<file path="config.mk">
export PLATFORM = sky130hd
export DESIGN_NAME = cs_window_filter_flat
export DESIGN_NICKNAME = d
export VERILOG_FILES = /design/src/rtl/cs_window_filter_pkg.sv /design/src/rtl/cs_window_filter_if.sv /design/src/rtl/cs_window_filter_appr_select.sv /design/src/rtl/cs_window_filter.sv /design/src/flat_wrapper.sv
export SDC_FILE = /design/constraint.sdc
export NUM_CORES = 1
export LEC_CHECK = 0
export ABC_AREA = 1
export CAP_MARGIN = 20
export CORE_MARGIN = 1.5
export CORE_UTILIZATION = 70
export DETAILED_ROUTE_END_ITERATION = 6
export PLACE_DENSITY = 0.9
export SKIP_CTS_REPAIR_TIMING = 1
export SYNTH_ARGS = -nofsm -noshare
export SYNTH_HDL_FRONTEND = slang
export SYNTH_SLANG_ARGS = --single-unit
</file>
<file path="constraint.sdc">
create_clock -name clk -period 52.9 [get_ports clk]
set_input_delay 15.87 -clock clk [delete_from_list [all_inputs] [get_ports clk]]
set_output_delay 15.87 -clock clk [all_outputs]
set_load 0.02 [all_outputs]
</file>
<file path="src/rtl/cs_window_filter_pkg.sv">
// Shared defaults and width helpers for the CS window filter.
package cs_pkg;

  localparam int unsigned CS_DATA_W    = 8;
  localparam int unsigned CS_WIN       = 9;
  localparam int unsigned CS_OUT_SHIFT = 3;

  // Running-sum width: holds WIN * (2^data_w - 1) without overflow.
  function automatic int unsigned cs_sum_w(input int unsigned data_w, input int unsigned win);
    return data_w + $clog2(win + 1);
  endfunction

  function automatic int unsigned cs_out_w(input int unsigned data_w);
    return data_w + 2;
  endfunction

endpackage

</file>
<file path="src/rtl/cs_window_filter_if.sv">
// Sample/result bus of the CS window filter.
//   slave  : filter side (consumes in_valid/x_in/mode/flush, drives out_valid/y_out)
//   master : source/consumer side (the opposite directions)
interface cs_window_filter_if
  import cs_pkg::*;
#(
  parameter int unsigned DATA_W = CS_DATA_W,
  parameter int unsigned OUT_W  = cs_out_w(DATA_W)
);
  logic              in_valid;
  logic [DATA_W-1:0] x_in;
  logic              mode;
  logic              flush;
  logic              out_valid;
  logic [OUT_W-1:0]  y_out;

  modport slave (
    input  in_valid, x_in, mode, flush,
    output out_valid, y_out
  );

  modport master (
    output in_valid, x_in, mode, flush,
    input  out_valid, y_out
  );
endinterface

</file>
<file path="src/rtl/cs_window_filter_appr_select.sv">
// Combinational approximate-sample selection around the window average.
//   win_flat : WIN samples, entry i at [i*DATA_W +: DATA_W]
//   sum_new  : sum of the window contents
//   mode     : 0 = largest sample <= average, 1 = smallest sample >= average
//   appr     : selected sample value
module cs_appr_select
  import cs_pkg::*;
#(
  parameter int unsigned DATA_W = CS_DATA_W,
  parameter int unsigned WIN    = CS_WIN,
  parameter int unsigned SUM_W  = cs_sum_w(DATA_W, WIN)
) (
  input  logic [WIN*DATA_W-1:0] win_flat,
  input  logic [SUM_W-1:0]      sum_new,
  input  logic                  mode,
  output logic [DATA_W-1:0]     appr
);

  logic [DATA_W-1:0] w;
  logic [SUM_W-1:0]  scaled;

  // Comparing w*WIN against the sum is an exact test against the true
  // average without a divider. A qualifying sample always exists, so the
  // 0 / all-ones seeds never survive as the result.
  always_comb begin
    appr   = mode ? '1 : '0;
    w      = '0;
    scaled = '0;
    for (int unsigned i = 0; i < WIN; i++) begin
      w      = win_flat[i*DATA_W +: DATA_W];
      scaled = SUM_W'(w) * SUM_W'(WIN);
      if (!mode) begin
        if (scaled <= sum_new && w > appr) appr = w;
      end else begin
        if (scaled >= sum_new && w < appr) appr = w;
      end
    end
  end

endmodule

</file>
<file path="src/rtl/cs_window_filter.sv">
// CS window filter: sliding window of the last WIN accepted samples with a
// running sum; each accepted sample yields (sum + WIN*appr) >> OUT_SHIFT once
// the window is full.
//   clk   : rising-edge clock
//   reset : synchronous, active-high
//   bus   : sample input (in_valid, x_in, mode, flush) and result output
//           (out_valid, y_out)
module cs_window_filter
  import cs_pkg::*;
#(
  parameter int unsigned DATA_W    = CS_DATA_W,
  parameter int unsigned WIN       = CS_WIN,
  parameter int unsigned OUT_SHIFT = CS_OUT_SHIFT
) (
  input  logic           clk,
  input  logic           reset,
  cs_window_filter_if.slave bus
);

  localparam int unsigned SUM_W = cs_sum_w(DATA_W, WIN);
  localparam int unsigned OUT_W = cs_out_w(DATA_W);
  localparam int unsigned CNT_W = $clog2(WIN + 1);

  logic [DATA_W-1:0]     win_q [WIN];
  logic [DATA_W-1:0]     win_d [WIN];
  logic [SUM_W-1:0]      sum_q, sum_d;
  logic [CNT_W-1:0]      fill_q, fill_d;
  logic [OUT_W-1:0]      y_q, y_d;
  logic                  out_valid_q, out_valid_d;

  logic [DATA_W-1:0]     win_new [WIN];
  logic [WIN*DATA_W-1:0] win_flat;
  logic [SUM_W-1:0]      sum_new;
  logic [CNT_W-1:0]      fill_new;
  logic [DATA_W-1:0]     appr;
  logic [SUM_W:0]        total;

  // Window as it looks after accepting x_in; entry 0 is the newest.
  always_comb begin
    win_flat   = '0;
    win_new[0] = bus.x_in;
    for (int unsigned i = 1; i < WIN; i++) win_new[i] = win_q[i-1];
    for (int unsigned i = 0; i < WIN; i++) win_flat[i*DATA_W +: DATA_W] = win_new[i];
    // The oldest entry is already part of sum_q, so this never underflows.
    sum_new  = sum_q + SUM_W'(bus.x_in) - SUM_W'(win_q[WIN-1]);
    fill_new = (fill_q == CNT_W'(WIN)) ? fill_q : fill_q + CNT_W'(1);
    total    = {1'b0, sum_new} + (SUM_W+1)'(WIN) * (SUM_W+1)'(appr);
  end

  cs_appr_select #(
    .DATA_W (DATA_W),
    .WIN    (WIN),
    .SUM_W  (SUM_W)
  ) u_appr_select (
    .win_flat (win_flat),
    .sum_new  (sum_new),
    .mode     (bus.mode),
    .appr     (appr)
  );

  always_comb begin
    win_d       = win_q;
    sum_d       = sum_q;
    fill_d      = fill_q;
    y_d         = y_q;
    out_valid_d = out_valid_q;
    if (bus.flush) begin
      for (int unsigned i = 0; i < WIN; i++) win_d[i] = '0;
      sum_d       = '0;
      fill_d      = '0;
      y_d         = '0;
      out_valid_d = 1'b0;
    end else if (bus.in_valid) begin
      win_d  = win_new;
      sum_d  = sum_new;
      fill_d = fill_new;
      if (fill_new == CNT_W'(WIN)) begin
        y_d         = OUT_W'(total >> OUT_SHIFT);
        out_valid_d = 1'b1;
      end
    end
  end

  always_ff @(posedge clk) begin
    if (reset) begin
      for (int unsigned i = 0; i < WIN; i++) win_q[i] <= '0;
      sum_q       <= '0;
      fill_q      <= '0;
      y_q         <= '0;
      out_valid_q <= 1'b0;
    end else begin
      win_q       <= win_d;
      sum_q       <= sum_d;
      fill_q      <= fill_d;
      y_q         <= y_d;
      out_valid_q <= out_valid_d;
    end
  end

  assign bus.y_out     = y_q;
  assign bus.out_valid = out_valid_q;

endmodule

</file>
<file path="src/flat_wrapper.sv">
// flat-port wrapper written by rule: the top's interface ports become plain ports
module cs_window_filter_flat import cs_pkg::*;
#(
  parameter int unsigned DATA_W    = CS_DATA_W,
  parameter int unsigned WIN       = CS_WIN,
  parameter int unsigned OUT_SHIFT = CS_OUT_SHIFT
)
  (clk, reset, bus_in_valid, bus_x_in, bus_mode, bus_flush, bus_out_valid, bus_y_out);
  cs_window_filter_if #(.DATA_W(DATA_W), .OUT_W(10)) bus_i ();
  input  logic clk;
  input  logic reset;
  input wire logic [$bits(bus_i.in_valid)-1:0] bus_in_valid;
  input wire logic [$bits(bus_i.x_in)-1:0] bus_x_in;
  input wire logic [$bits(bus_i.mode)-1:0] bus_mode;
  input wire logic [$bits(bus_i.flush)-1:0] bus_flush;
  output wire logic [$bits(bus_i.out_valid)-1:0] bus_out_valid;
  output wire logic [$bits(bus_i.y_out)-1:0] bus_y_out;
  assign bus_i.in_valid = bus_in_valid;
  assign bus_i.x_in = bus_x_in;
  assign bus_i.mode = bus_mode;
  assign bus_i.flush = bus_flush;
  assign bus_out_valid = bus_i.out_valid;
  assign bus_y_out = bus_i.y_out;
  cs_window_filter #(.DATA_W(DATA_W), .WIN(WIN), .OUT_SHIFT(OUT_SHIFT)) u_core (.clk(clk), .reset(reset), .bus(bus_i));
endmodule
</file>
== Word-level counts from Yosys, hierarchy flattened ==
Index checks and enable logic that the tools add are counted.
Word-level totals
  register bits: 99
  output and inout bits: 11
  word-level logic and storage cells: 114
  input port bits: 13
Cells by class
  mux-type cells: 29
  reduce and logical (&&, ||, !) cells: 20
  $add $sub $neg: 4
  $lt $le $gt $ge: 36
  eq/ne operators: 2
  multiply operators: 10
Operator list (count)
  8-bit 2-to-1 mux: 28
  12-bit >= comparator: 9
  12-bit <= comparator: 9
  8-bit by 4-bit multiplier with 12-bit output, second input constant: 9
  8-bit greater-than comparator: 9
  8-bit less-than comparator: 9
  1-bit logical AND: 18
  12-bit by 12-bit adder with 13-bit output: 1
  12-bit by 8-bit adder with 12-bit output: 1
  4-bit by 8-bit multiplier with 12-bit output, first input constant: 1
  12-bit by 8-bit subtractor with 12-bit output: 1
  4-bit == test, second input constant: 2
  4-bit by 1-bit adder with 4-bit output, second input constant: 1
  4-bit 2-to-1 mux: 1
  2-bit AND reduction: 1
  2-bit OR reduction: 1

== Logic depth before layout (Yosys ltp) ==
Gate-level depths: netlist of the first run.
  depth after elaboration: 40
  depth in mapped cells: 144
  gate-level depth less buffers: 141

== Hierarchy ==
From an unflattened synthesis of the first run, not the netlist that was laid out.
Unflattened totals
  cell total of the unflattened synthesis: 2212
  area, all modules: 14571.5 µm²
By module, submodules not included
  cs_appr_select: seq. area each 0.0 µm², area an instance 9394.0 µm², times used 1, cells an instance 1492
  cs_window_filter: seq. area each 1981.9 µm², area an instance 5177.5 µm², times used 1, cells an instance 720

== Least setup slack after synthesis of the first run ==
Ideal clock, no wire load.
  path type: input-to-reg
  start point: in bus_x_in[2]
  end point: reg u_core.y_q[5], in the netlist u_core.bus.y_out[5]
  data required time: 52.787 ns
  path slack: 18.881 ns
  arrival time: 33.906 ns
  stages on the path: 123
  library setup time: 0.113 ns
  cell sequence: inv_1 fa_1 inv_1 ha_1 a21oi_1 nand2_1 a21oi_1 o21bai_1 a21oi_1 o21bai_1 nand3_1 nand2_1 nand2_1 inv_1 nor2_1 o21bai_1 xnor2_1 ha_1 (+87 left out) nand2_1 nand2_1 o22ai_1 inv_1 ha_1 inv_1 fa_1 inv_1 ha_1 nand2_1 o21ai_0 inv_1 nand2_2 nand3_1 nand2_1 nor2_1 o21ai_1 inv_1
Between the ends
  longest elaborated chain between the ends: 40
RTL lines
  start: declaration: line flat_wrapper.sv:13  | input wire logic [$bits(bus_i.x_in)-1:0] bus_x_in;
  12-bit by 8-bit adder with 12-bit output: line cs_window_filter.sv:45  | sum_new = sum_q + SUM_W'(bus.x_in) - SUM_W'(win_q[WIN-1]);
  12-bit by 8-bit subtractor with 12-bit output: line cs_window_filter.sv:45
  12-bit <= comparator / 12-bit >= comparator (equally long branches): line cs_window_filter_appr_select.sv:33, cs_window_filter_appr_select.sv:35
  1-bit logical AND, on equally long branches: line cs_window_filter_appr_select.sv:33, cs_window_filter_appr_select.sv:35
  8-bit 2-to-1 mux, on equally long branches: line cs_window_filter_appr_select.sv:33, cs_window_filter_appr_select.sv:35
  8-bit 2-to-1 mux: line cs_window_filter_appr_select.sv:32  | if (!mode) begin
  8-bit greater-than comparator / 8-bit less-than comparator (equally long branches): line cs_window_filter_appr_select.sv:33, cs_window_filter_appr_select.sv:35
  1-bit logical AND, on equally long branches: line cs_window_filter_appr_select.sv:33, cs_window_filter_appr_select.sv:35
  (+24 left out)
  8-bit 2-to-1 mux, on equally long branches: line cs_window_filter_appr_select.sv:33, cs_window_filter_appr_select.sv:35
  8-bit 2-to-1 mux: line cs_window_filter_appr_select.sv:32
  8-bit greater-than comparator / 8-bit less-than comparator (equally long branches): line cs_window_filter_appr_select.sv:33, cs_window_filter_appr_select.sv:35
  1-bit logical AND, on equally long branches: line cs_window_filter_appr_select.sv:33, cs_window_filter_appr_select.sv:35
  8-bit 2-to-1 mux, on equally long branches: line cs_window_filter_appr_select.sv:33, cs_window_filter_appr_select.sv:35
  8-bit 2-to-1 mux: line cs_window_filter_appr_select.sv:32
  4-bit by 8-bit multiplier with 12-bit output: line cs_window_filter.sv:47  | total = {1'b0, sum_new} + (SUM_W+1)'(WIN) * (SUM_W+1)'(appr);
  12-bit by 12-bit adder with 13-bit output *: line cs_window_filter.sv:47
  end signal: assignment: line cs_window_filter.sv:95  | y_q <= y_d;
  end: declaration: line cs_window_filter.sv:28  | logic [OUT_W-1:0] y_q, y_d;
Mark *: on every way between the ends. The rest lies on a longest branch, timed or not.
A chain may end at the register's enable or synchronous reset.

== Worst setup path after layout of the first run ==
  start point: in bus_x_in[2]
  end point: reg u_core.y_q[5], in the netlist u_core.bus.y_out[5]
Between the ends
  longest elaborated chain between the ends: 40
RTL lines
  12-bit by 8-bit adder with 12-bit output *: line cs_window_filter.sv:45
  12-bit by 8-bit subtractor with 12-bit output *: line cs_window_filter.sv:45
  via u_core.sum_new[9]: line cs_window_filter.sv:33  | logic [SUM_W-1:0] sum_new;
  12-bit <= comparator / 12-bit >= comparator (equally long branches): line cs_window_filter_appr_select.sv:33, cs_window_filter_appr_select.sv:35
  1-bit logical AND, on equally long branches: line cs_window_filter_appr_select.sv:33, cs_window_filter_appr_select.sv:35
  8-bit 2-to-1 mux, on equally long branches: line cs_window_filter_appr_select.sv:33, cs_window_filter_appr_select.sv:35
  8-bit 2-to-1 mux: line cs_window_filter_appr_select.sv:32
  8-bit greater-than comparator / 8-bit less-than comparator (equally long branches): line cs_window_filter_appr_select.sv:33, cs_window_filter_appr_select.sv:35
  (+25 left out)
  8-bit 2-to-1 mux, on equally long branches: line cs_window_filter_appr_select.sv:33, cs_window_filter_appr_select.sv:35
  8-bit 2-to-1 mux: line cs_window_filter_appr_select.sv:32
  8-bit greater-than comparator / 8-bit less-than comparator (equally long branches): line cs_window_filter_appr_select.sv:33, cs_window_filter_appr_select.sv:35
  1-bit logical AND, on equally long branches: line cs_window_filter_appr_select.sv:33, cs_window_filter_appr_select.sv:35
  8-bit 2-to-1 mux, on equally long branches: line cs_window_filter_appr_select.sv:33, cs_window_filter_appr_select.sv:35
  8-bit 2-to-1 mux *: line cs_window_filter_appr_select.sv:32
  4-bit by 8-bit multiplier with 12-bit output *: line cs_window_filter.sv:47
  12-bit by 12-bit adder with 13-bit output *: line cs_window_filter.sv:47
Mark *: on every way through the listed nets, which the timed path passes. The rest lies on a longest branch.

==> results.md, run 1 <==
- GRT Total Usage: 0.3812
- Worst path most repeated cell: nand2_1
- Drc violations: 1
- Via Count: between 10000 and 15000
- Ratio of cells with drive above 1 in the final layout: 0.05860
- Status: finished, violations left
- Ys Warns: 0
- PD cells: roughly 30 mW/mm²
- Largest net degree at the start of global routing: 78
- Design area: roughly 0.015 mm²
- Clock skew: about 8.5 ps
- Largest buffer count on any clock path: 2
- Initial antenna violation count: 0
- Pre-CTS WS: between 15000 and 20000 ps
- Post-synth EDFFs: 0
- Synth unique cells: 48
- Worst relative slew slack: 0.3960
- Final WL: slightly above 40000 µm
- RePlAce Congestion: slightly above 0.9
- Die H: between 100 and 150 µm
- Max Cap Viol: 0
- Clock-pin slew of the registers on the worst-case setup and hold paths: about 80 ps
- Slew Limit Fails: 0
- Post-synthesis register bit count: 99
- CTS Buf Count: 9
- Critical path fanouts, max: 15
- Detailed placer's ending HPWL: just under 30000 µm
- CP Launch Type: primary input
- Total gr overflow: 0
- H-tree depth: 3
- Data arrival, critical path: between 30000 and 40000 ps
- Die area: 0.02110 mm²
- First-pass GRT wire length: 66250 µm
- Sink Count: slightly below 100
- RR Startpoint: u_core.sum_q[2]
- Worst-Margin Slew: between 900 and 1000 ps
- Tmin final: between 30000 and 40000 ps
- CP Capture Type: flip-flop
- Register area share after synthesis: 0.1399
- Vias in the first global route: roughly 14000
- Endpoints failing setup: 0
- Remaining antenna violation count: 0
- Post-route setup slack: roughly 15000 ps
- CP startpoint: bus_x_in[2]
- CP Class: in -> reg
- Cell Area, Synth: 0.01416 mm²
- CTS tree: done
- Via density: about 6.2
- RSZ-0062 raised after global routing: false
- Area growth syn-to-layout: 4.894%
- Worst path slowest cell: clkdlybuf4s50_1
- VDD IR max: between 0.00003 and 0.00004 V
- Leading register cell type out of synthesis: dfxtp_1
- Width of the chip: roughly 150 µm
- First-pass iteration count of the detailed router: 7
- 1st-iter DRT viols: around 1400
- Final core utilization: 0.7560
- Worst Path Required: around 53000 ps
- Max stage delay on crit path: 590 ps
- Power Total: approximately 0.44 mW
- Cell row count: 51
- Async SR Flop Fraction: 0
- FMAX: about 27 MHz
- Setup TNS: 0 ps
- Post-layout net count: 2399
- Failing checks: design-rule violations
- Crit share post-route: 0.7117
- Drt wl/cell: about 17 µm
- Mean Syn Cell Area: between 6 and 7 µm²
- Worst Hold Class: reg -> reg
- Syn_nets: about 2400
- Initial Utilization: 0.7207
- Core Area: about 0.020 mm²
- Clock root cell: clkbuf_16
- Clk_lat worst skew: approximately 370 ps
- Leak Pwr: approximately 7.7 nW
- Final hold viol count: 0
- Post-place instance area: between 0.01 and 0.015 mm²
- Diodes inserted: 0
- Port Buffers: 23
- I/O Pins: 24
- Synth Instances: 2087
- HP Start: u_core.bus.out_valid
==> registers in the layout (all words and copies together), names as in the netlist <==
| name | flops |
|---|---|
| u_core.win_q | 8 |
| u_core.fill_q | 4 |
| u_core.bus.out_valid | 1 |
| u_core.sum_q | 12 |
| u_core.bus.y_out | 10 |
| u_core.win_flat | 64 |
==> cell families (layout without fill, tap and decap cells) <==
group                      count (synthesis)  in the layout  synth area share
DFF                                       99             99            0.1399
and+or+nand+nor                          707            707            0.2275
xor gates and xnor gates                  61             61           0.03772
buffers and inverters                    385            380            0.1060
adders and majority gates                309            309            0.2846
AOI/OAI and AO/OA                        526            526            0.2042
==> routing by layer <==
metal	global-route usage	vias to the layer above	routed length (µm)
met5	0	-	0
met4	0.1939	0	1802
li1	-	7026	-
met2	0.6210	763	18080
met3	0.07610	187	4178
met1	0.4767	6615	16160
==> synthesized netlist by cell type (5+ instances only) <==
cell	number	area share
nand2_2	27	0.012
o21bai_1	10	0.0053
a32oi_1	9	0.0056
nor4_1	12	0.0053
a211oi_1	8	0.0042
inv_1	319	0.085
clkbuf_1	35	0.0093
ha_1	287	0.25
nand2_1	338	0.090
o21a_1	6	0.0032
or2_2	10	0.0044
nand4_1	34	0.015
a31oi_1	9	0.0040
xor2_1	40	0.025
nand3_1	68	0.024
dfxtp_1	99	0.14
o211ai_1	27	0.014
o21ai_0	152	0.054
o22ai_1	7	0.0031
nor2_2	5	0.0022
inv_2	7	0.0019
a21o_1	9	0.0048
fa_1	22	0.031
buf_4	12	0.0064
nor3_1	8	0.0028
xnor2_1	21	0.013
a21oi_1	257	0.091
nor2_1	162	0.043
nand3_2	26	0.018
nand3b_1	6	0.0032
buf_2	9	0.0032
o21ai_1	17	0.0060
==> where the power goes <==
group	leakage [nW]	internal, mW	switching (mW)
Sequential	0.804	0.0765	0.00275
Combinational	6.76	0.101	0.191
Clock	0.149	0.0375	0.0345
Total	7.71	0.215	0.228
==> metrics by stage <==
| step | hold WS (ps) | cells |
|---|---|---|
| CTS | 473.9 | 2347 |
| global route | 502.0 | 2347 |
| global placement | 449.4 | 2331 |
| floorplan | 454.2 | 2087 |
| detailed placement | 456.3 | 2331 |
| finish | 467.1 | 2347 |
==> layout by cell type (no fill, tap or decap), types with 4 or more instances in the layout <==
cell             instances
o211ai_1                27
nor4_1                  11
ha_1                   287
nand3_1                 68
clkbuf_16                9
nand2_1                338
clkdlybuf4s50_1         21
dfxtp_1                 99
or2_2                   10
o22ai_1                  7
inv_2                    8
o21bai_1                10
nor2_1                 161
a21o_1                   9
o21ai_0                152
nand3_2                 26
nand4_1                 34
buf_4                   13
nor3_1                   8
fa_1                    22
inv_1                  319
a21oi_1                257
xor2_1                  40
nand3b_1                 6
o21ai_1                 17
nand2_4                  4
o21a_1                   6
a32oi_1                  9
a211oi_1                 8
a31oi_1                  9
nor2_2                   5
xnor2_1                 21
nand2_2                 27
==> area by class of cell <==
type                            instances  area [µm²]
Fill cell                            1531        4796
Inverter                              329        1235
Clock buffer                           10       229.0
Multi-Input combinational cell       1603       10700
Timing Repair Buffer                   35       312.8
Tap cell                              265       331.6
Sequential cell                        99        1982
Clock inverter                          6       72.57
==> worst paths after layout <==
kind | endpoint | slack (ps) | cells after the start
worst max-delay path | u_core.bus.y_out[5] | 15250 | 114
worst min-delay path | u_core.bus.out_valid | 470 | 2
worst max register to register | u_core.bus.y_out[5] | 31090 | 113
worst min register to register | u_core.bus.out_valid | 470 | 2
==> critical path: cells and delay by family <==
family,cells,cell delay [ps]
compound gates,42,9040
simple gates,42,5420
fa+ha+maj,14,5010
buf+inv,16,2500
No activity file was read; power rests on OpenSTA's default activity.
==> run 2: changes to the inputs <==
--- a/config.mk
+++ b/config.mk
@@ -8,9 +8,9 @@
 export ABC_AREA = 1
 export CAP_MARGIN = 20
 export CORE_MARGIN = 1.5
-export CORE_UTILIZATION = 70
+export CORE_UTILIZATION = 59
 export DETAILED_ROUTE_END_ITERATION = 6
-export PLACE_DENSITY = 0.9
+export PLACE_DENSITY = 0.81
 export SKIP_CTS_REPAIR_TIMING = 1
 export SYNTH_ARGS = -nofsm -noshare
 export SYNTH_HDL_FRONTEND = slang
==> constraint.sdc (replaced) <==
create_clock -name clk -period 30.4 [get_ports clk]
set_input_delay 9.12 -clock clk [delete_from_list [all_inputs] [get_ports clk]]
set_output_delay 9.12 -clock clk [all_outputs]
set_load 0.02 [all_outputs]
==> run 2 against run 1 <==
Effect of this change: the flow now finishes without violations; total power rose by 77%; setup slack got worse by 14000 ps; utilization fell by 11 points; routed wire length rose by 0.31%; sequential power rose by 74%; sequential cell count did not move; final cell count rose by 2.9%; final area rose by 2.0%; sequential share of layout area fell by 0.26 points.
==> results.md, run 2 (synthesized netlist as in run 1, its figures left out) <==
- Ratio of cells with drive above 1 in the final layout: 0.07538 (+0.01678)
- Post-layout net count: 2413 (+0.58%)
- Final core utilization: 0.6439 (-0.1121)
- Slew Limit Fails: 0 (unchanged)
- Critical path fanouts, max: 15 (unchanged)
- Diodes inserted: 0 (unchanged)
- CTS tree: done
- Port Buffers: 23 (unchanged)
- First-pass iteration count of the detailed router: 6 (-1)
- Via density: 5.918 (-4.8%)
- PD cells: 51.69 mW/mm² (+73%)
- I/O Pins: 24 (unchanged)
- FMAX: 34.55 MHz
- 1st-iter DRT viols: 1311 (-5.2%)
- Drt wl/cell: 16.71 µm (-2.5%)
- Largest net degree at the start of global routing: 101 (+29%)
- Max Cap Viol: 0 (unchanged)
- Cell row count: 56 (+9.8%)
- Largest buffer count on any clock path: 2 (unchanged)
- Sequential Area: 0.001982 mm² (unchanged)
- Commonest non-fill, non-tap cell in the layout: nand2_1
- Worst-Margin Slew: 994.9 ps (+88.85 ps)
- Worst path most repeated cell: nand2_1
- Total gr overflow: 0 (unchanged)
- Final hold viol count: 0 (unchanged)
- VDD IR max: 0.0001065 V (+200%)
- Clock root cell: clkbuf_16
- Initial Utilization: 0.6017 (-0.1190)
- Hold WS: 481.4 ps (+14.27 ps)
- H-tree depth: 3 (unchanged)
- Worst Path Required: 30660 ps (-22510 ps)
- Met3 routed WL: 3155 µm (-24%)
- Clk_lat worst skew: 360 ps (about the same)
- Max stage delay on crit path: 590 ps (about the same)
- Vias in the first global route: 13150 (-6.6%)
- Routed wl met2: 18780 µm (+3.8%)
- Worst path slowest cell: clkdlybuf4s50_1
- Clock skew: 9.285 ps (+0.7808 ps)
- Tmin final: 28940 ps
- Drc violations: 0 (-1)
- Core Area: 0.02354 mm² (+20%)
- CTS Buf Count: 9 (unchanged)
- Worst Hold Class: reg -> reg
- CP Class: in -> reg
- Die H: 157.9 µm (+8.7%)
- Initial antenna violation count: 0 (unchanged)
- Worst relative slew slack: 0.3367 (-0.05923)
- Final WL: 40350 µm (+0.31%)
- RePlAce Congestion: 0.9382 (+1.1%)
- CP Launch Type: primary input
- CP Capture Type: flip-flop
- Commonest non-fill, non-tap cells in the layout: nand2_1 (336), inv_1 (317), ha_1 (287)
- Clock-pin slew of the registers on the worst-case setup and hold paths: 80 ps (about the same)
- Die area: 0.02495 mm² (+18%)
- Detailed placer's ending HPWL: 29980 µm (+1.5%)
- Via Count: 14290 (-2.0%)
- Sink Count: 99 (unchanged)
- Area of the multi-input gates: 0.01080 mm² (+0.99%)
- WL met1: 17320 µm (+7.2%)
- GRT Total Usage: 0.3270 (-0.05416)
- Data arrival, critical path: 29200 ps (-8720 ps)
- Area growth syn-to-layout: 7.014%
- First-pass GRT wire length: 64980 µm (-1.9%)
- Crit share post-route: 0.9521
- Top Layer Used: met4
- Endpoints failing setup: 0 (unchanged)
- Remaining antenna violation count: 0 (unchanged)
- Width of the chip: 157.9 µm (+8.7%)
- Max reg flops: 64 (unchanged)
- Status: complete, no violations
- Leak Pwr: 7.784 nW (+0.98%)
- Fillers: 2140 (+40%)
## run 2: final timing paths
kind	from	depth (start not counted)	end	slack [ps]
setup / recovery	bus_x_in[2]	116	u_core.bus.y_out[4]	1460
hold / removal	u_core.win_q[5]	2	u_core.win_q[5]	480
setup reg to reg	u_core.sum_q[2]	115	u_core.bus.y_out[4]	10640
hold reg to reg	u_core.win_q[5]	2	u_core.win_q[5]	480
## run 2: stage by stage
stage / total power, mW / setup slack (ps) / setup TNS [ps] / area (µm²) / cells
final: 0.7835 / 1456 / 0 / 15160 / 2415
after floorplan: 0.5123 / 3131 / 0 / 14160 / 2087
after global placement: 0.6199 / 929.0 / 0 / 14640 / 2387
after CTS: 0.7654 / 435.9 / 0 / 14960 / 2403
after global routing: 0.8539 / -80.45 / -344.4 / 15160 / 2415
after detailed placement: 0.6355 / 117.0 / 0 / 14640 / 2387
## run 2: worst max-delay path: cells and delay by family
kind	cells	cell delay, ps
AOI/OAI and AO/OA	39	7150
adders and majority gates	14	4770
buffers and inverters	19	2730
and+or+nand+nor	42	4920
xor gates and xnor gates	2	480
## run 2: cell type report
cell class,instances,area share
Timing Repair Buffer,48,0.02707
Tap cell,319,0.02633
Clock inverter,4,0.003714
Multi-Input combinational cell,1604,0.7126
Sequential cell,99,0.1307
Inverter,329,0.08196
Clock buffer,12,0.01758
## run 2: per-layer routing
metal  vias up  global-route usage
li1       7042                   -
met1      6543              0.4240
met2       607              0.5593
met3       100             0.04654
met4         0              0.1015
met5         -                   0
## run 2: where the power goes
part | internal, mW | switching [mW] | leakage, nW
clock network | 0.0714 | 0.0569 | 0.159
registers | 0.133 | 0.00479 | 0.804
logic | 0.182 | 0.335 | 6.82
==> run 3: changes to the inputs <==
--- a/config.mk
+++ b/config.mk
@@ -8,9 +8,11 @@
 export ABC_AREA = 1
 export CAP_MARGIN = 20
 export CORE_MARGIN = 1.5
-export CORE_UTILIZATION = 59
+export CORE_UTILIZATION = 60
+export CTS_BUF_LIST = sky130_fd_sc_hd__clkbuf_4 sky130_fd_sc_hd__clkbuf_8
+export CTS_CLUSTER_SIZE = 12
 export DETAILED_ROUTE_END_ITERATION = 6
-export PLACE_DENSITY = 0.81
+export PLACE_DENSITY = 0.82
 export SKIP_CTS_REPAIR_TIMING = 1
 export SYNTH_ARGS = -nofsm -noshare
 export SYNTH_HDL_FRONTEND = slang
==> run 3 against run 2 <==
Effect of this change: setup slack gained 230 ps; clock skew grew 10 ps; routed wire length shrank 1.0%; final area shrank 0.93%; total power shrank 4.9%; first-iteration DRC count shrank 6.9%; global-route usage grew 0.36 points; clock power shrank 25%; die area shrank 1.6%; non-clock buffer count shrank 3; critical endpoint is now u_core.bus.y_out[7]; largest power group unchanged.
==> results.md, run 3 (synthesized netlist as in run 1, its figures left out) <==
- Status: complete, no violations
- RePlAce Congestion: 0.9385 (about the same)
- Routed wl met2: 18460 µm (-1.7%)
- Clock Power Share: 0.130 (-0.034)
- Worst Hold Class: reg -> reg
- Port Buffers: 23 (unchanged)
- Remaining antenna violation count: 0 (unchanged)
- Design area: 0.01502 mm² (-0.93%)
- Data arrival, critical path: 29020 ps (-180 ps)
- Final core utilization: 0.6436 (about the same)
- Area of the multi-input gates: 0.01080 mm² (about the same)
- Via density: 5.902 (-0.27%)
- Sw frac: 0.5213 (+0.01496)
- Area growth syn-to-layout: 6.015%
- Die H: 156.7 µm (-0.82%)
- HP Start: u_core.bus.out_valid
- Clock-pin slew of the registers on the worst-case setup and hold paths: 100 ps (+20 ps)
- Final WL: 39920 µm (-1.0%)
- Fillers: 2129 (-0.51%)
- GRT Total Usage: 0.3307 (+0.003628)
- Clk_lat worst skew: 410 ps (+50 ps)
- Slew Limit Fails: 0 (unchanged)
- Tmin final: 28720 ps (-227.0 ps)
- CTS Buf Count: 9 (unchanged)
- Final hold viol count: 0 (unchanged)
- Via Count: 14240 (-0.39%)
- Sink Count: 99 (unchanged)
- PD cells: 49.60 mW/mm² (-4.0%)
- Vias in the first global route: 13570 (+3.2%)
- 1st-iter DRT viols: 1221 (-6.9%)
- Gate power share: 0.685 (+0.025)
- Clock skew: 19.43 ps (+10.14 ps)
- Max stage delay on crit path: 590 ps (about the same)
- Worst-Margin Slew: 1105 ps (+110.6 ps)
- RR Startpoint: u_core.sum_q[2]
- Commonest non-fill, non-tap cells in the layout: nand2_1 (335), inv_1 (318), ha_1 (287)
- Leak Pwr: 7.727 nW (-0.73%)
- Initial antenna violation count: 0 (unchanged)
- Hold WS: 490.9 ps (+9.548 ps)
- CP Class: in -> reg
- CTS tree: done
- CP startpoint: bus_x_in[2]
- First-pass GRT wire length: 65400 µm (+0.65%)
- Diodes inserted: 0 (unchanged)
- RSZ-0062 raised after global routing: false
- Flop pwr share: 0.185 (+0.009)
- WL met1: 17360 µm (+0.25%)
- CP Capture Type: flip-flop
- Met3 routed WL: 2853 µm (-9.6%)
- FMAX: 34.82 MHz (+0.79%)
- Largest buffer count on any clock path: 2 (unchanged)
- Core Area: 0.02333 mm² (-0.89%)
- Clock root cell: clkbuf_8
- Post-place instance area: 0.01464 mm² (unchanged)
- Largest net degree at the start of global routing: 114 (+13%)
- CP Launch Type: primary input
- Cell row count: 56 (unchanged)
- Post-layout net count: 2410 (-0.12%)
- Drt wl/cell: 16.55 µm (-0.93%)
- Commonest non-fill, non-tap cell in the layout: nand2_1
- Worst Path Required: 30700 ps (+40 ps)
- Max Cap Viol: 0 (unchanged)
- VDD IR max: 0.0001160 V (+8.9%)
- Crit share post-route: 0.9446 (-0.007466)
- Power Total: 0.7448 mW (-4.9%)
- I/O Pins: 24 (unchanged)
- Critical path fanouts, max: 13 (-2)
- Int Power: 0.3565 mW (-7.8%)
- Detailed placer's ending HPWL: 29840 µm (-0.49%)
- Switching pwr: 0.3883 mW (-2.1%)
- Initial Utilization: 0.6071 (+0.005420)
- Sequential Area: 0.001982 mm² (unchanged)
- Drc violations: 0 (unchanged)
- Die area: 0.02454 mm² (-1.6%)
- Width of the chip: 156.7 µm (-0.82%)
- Total gr overflow: 0 (unchanged)
- Ratio of cells with drive above 1 in the final layout: 0.07262 (-0.002759)
- Worst relative slew slack: 0.2630 (-0.07373)
- Worst path slowest cell: clkdlybuf4s50_1
- First-pass iteration count of the detailed router: 6 (unchanged)
- Endpoints failing setup: 0 (unchanged)
- Top Layer Used: met4
- Setup TNS: 0 ps (unchanged)
- Max reg flops: 64 (unchanged)
- H-tree depth: 3 (unchanged)
[run 3: changes by cell type in the layout (fill, tap and decap cells not counted), sizes merged]
cell	previous run	this run
buf	27	24
clkbuf	12	11
clkinv	3	5
clkinvlp	2	1
[run 3: final cells by class]
class	count	area share
clock buffers	11	0.01008
clock inverters	5	0.004083
inverters	329	0.08249
multi-input cells	1604	0.7190
flip-flops and latches	99	0.1320
well taps	319	0.02658
repair buffers	45	0.02583
[run 3: per-stage QoR]
step                      worst slack, ps  cells
after floorplan                      3131   2087
after global placement               1025   2387
after detailed placement            143.6   2387
after CTS                           491.6   2403
after global routing                7.759   2412
final                                1683   2412
[run 3: critical path, delay by kind of cell]
| kind | cells | cell delay (ps) |
|---|---|---|
| compound gates | 43 | 7330 |
| buf+inv | 23 | 2850 |
| fa+ha+maj | 14 | 4670 |
| simple gates | 44 | 4770 |
| xor+xnor | 1 | 240 |
[run 3: final timing paths]
path	slack, ps	depth (start not counted)	to
worst max register to register	10770	124	u_core.bus.y_out[7]
worst min register to register	490	2	u_core.bus.out_valid
worst min-delay path	490	2	u_core.bus.out_valid
worst max-delay path	1680	125	u_core.bus.y_out[7]
[run 3: metal layers]
metal / global-route usage / vias up
li1: - / 7054
met4: 0.1202 / 0
met1: 0.4273 / 6533
met3: 0.03905 / 105
met5: 0 / -
met2: 0.5651 / 544
[run 3: power by group through the flow]
stage	logic, mW	clock network (mW)	registers, mW
after floorplan	0.373	0	0.139
after global placement	0.476	0	0.141
after detailed placement	0.493	0	0.141
after CTS	0.497	0.0978	0.138
after global routing	0.576	0.101	0.138
final	0.510	0.0965	0.138
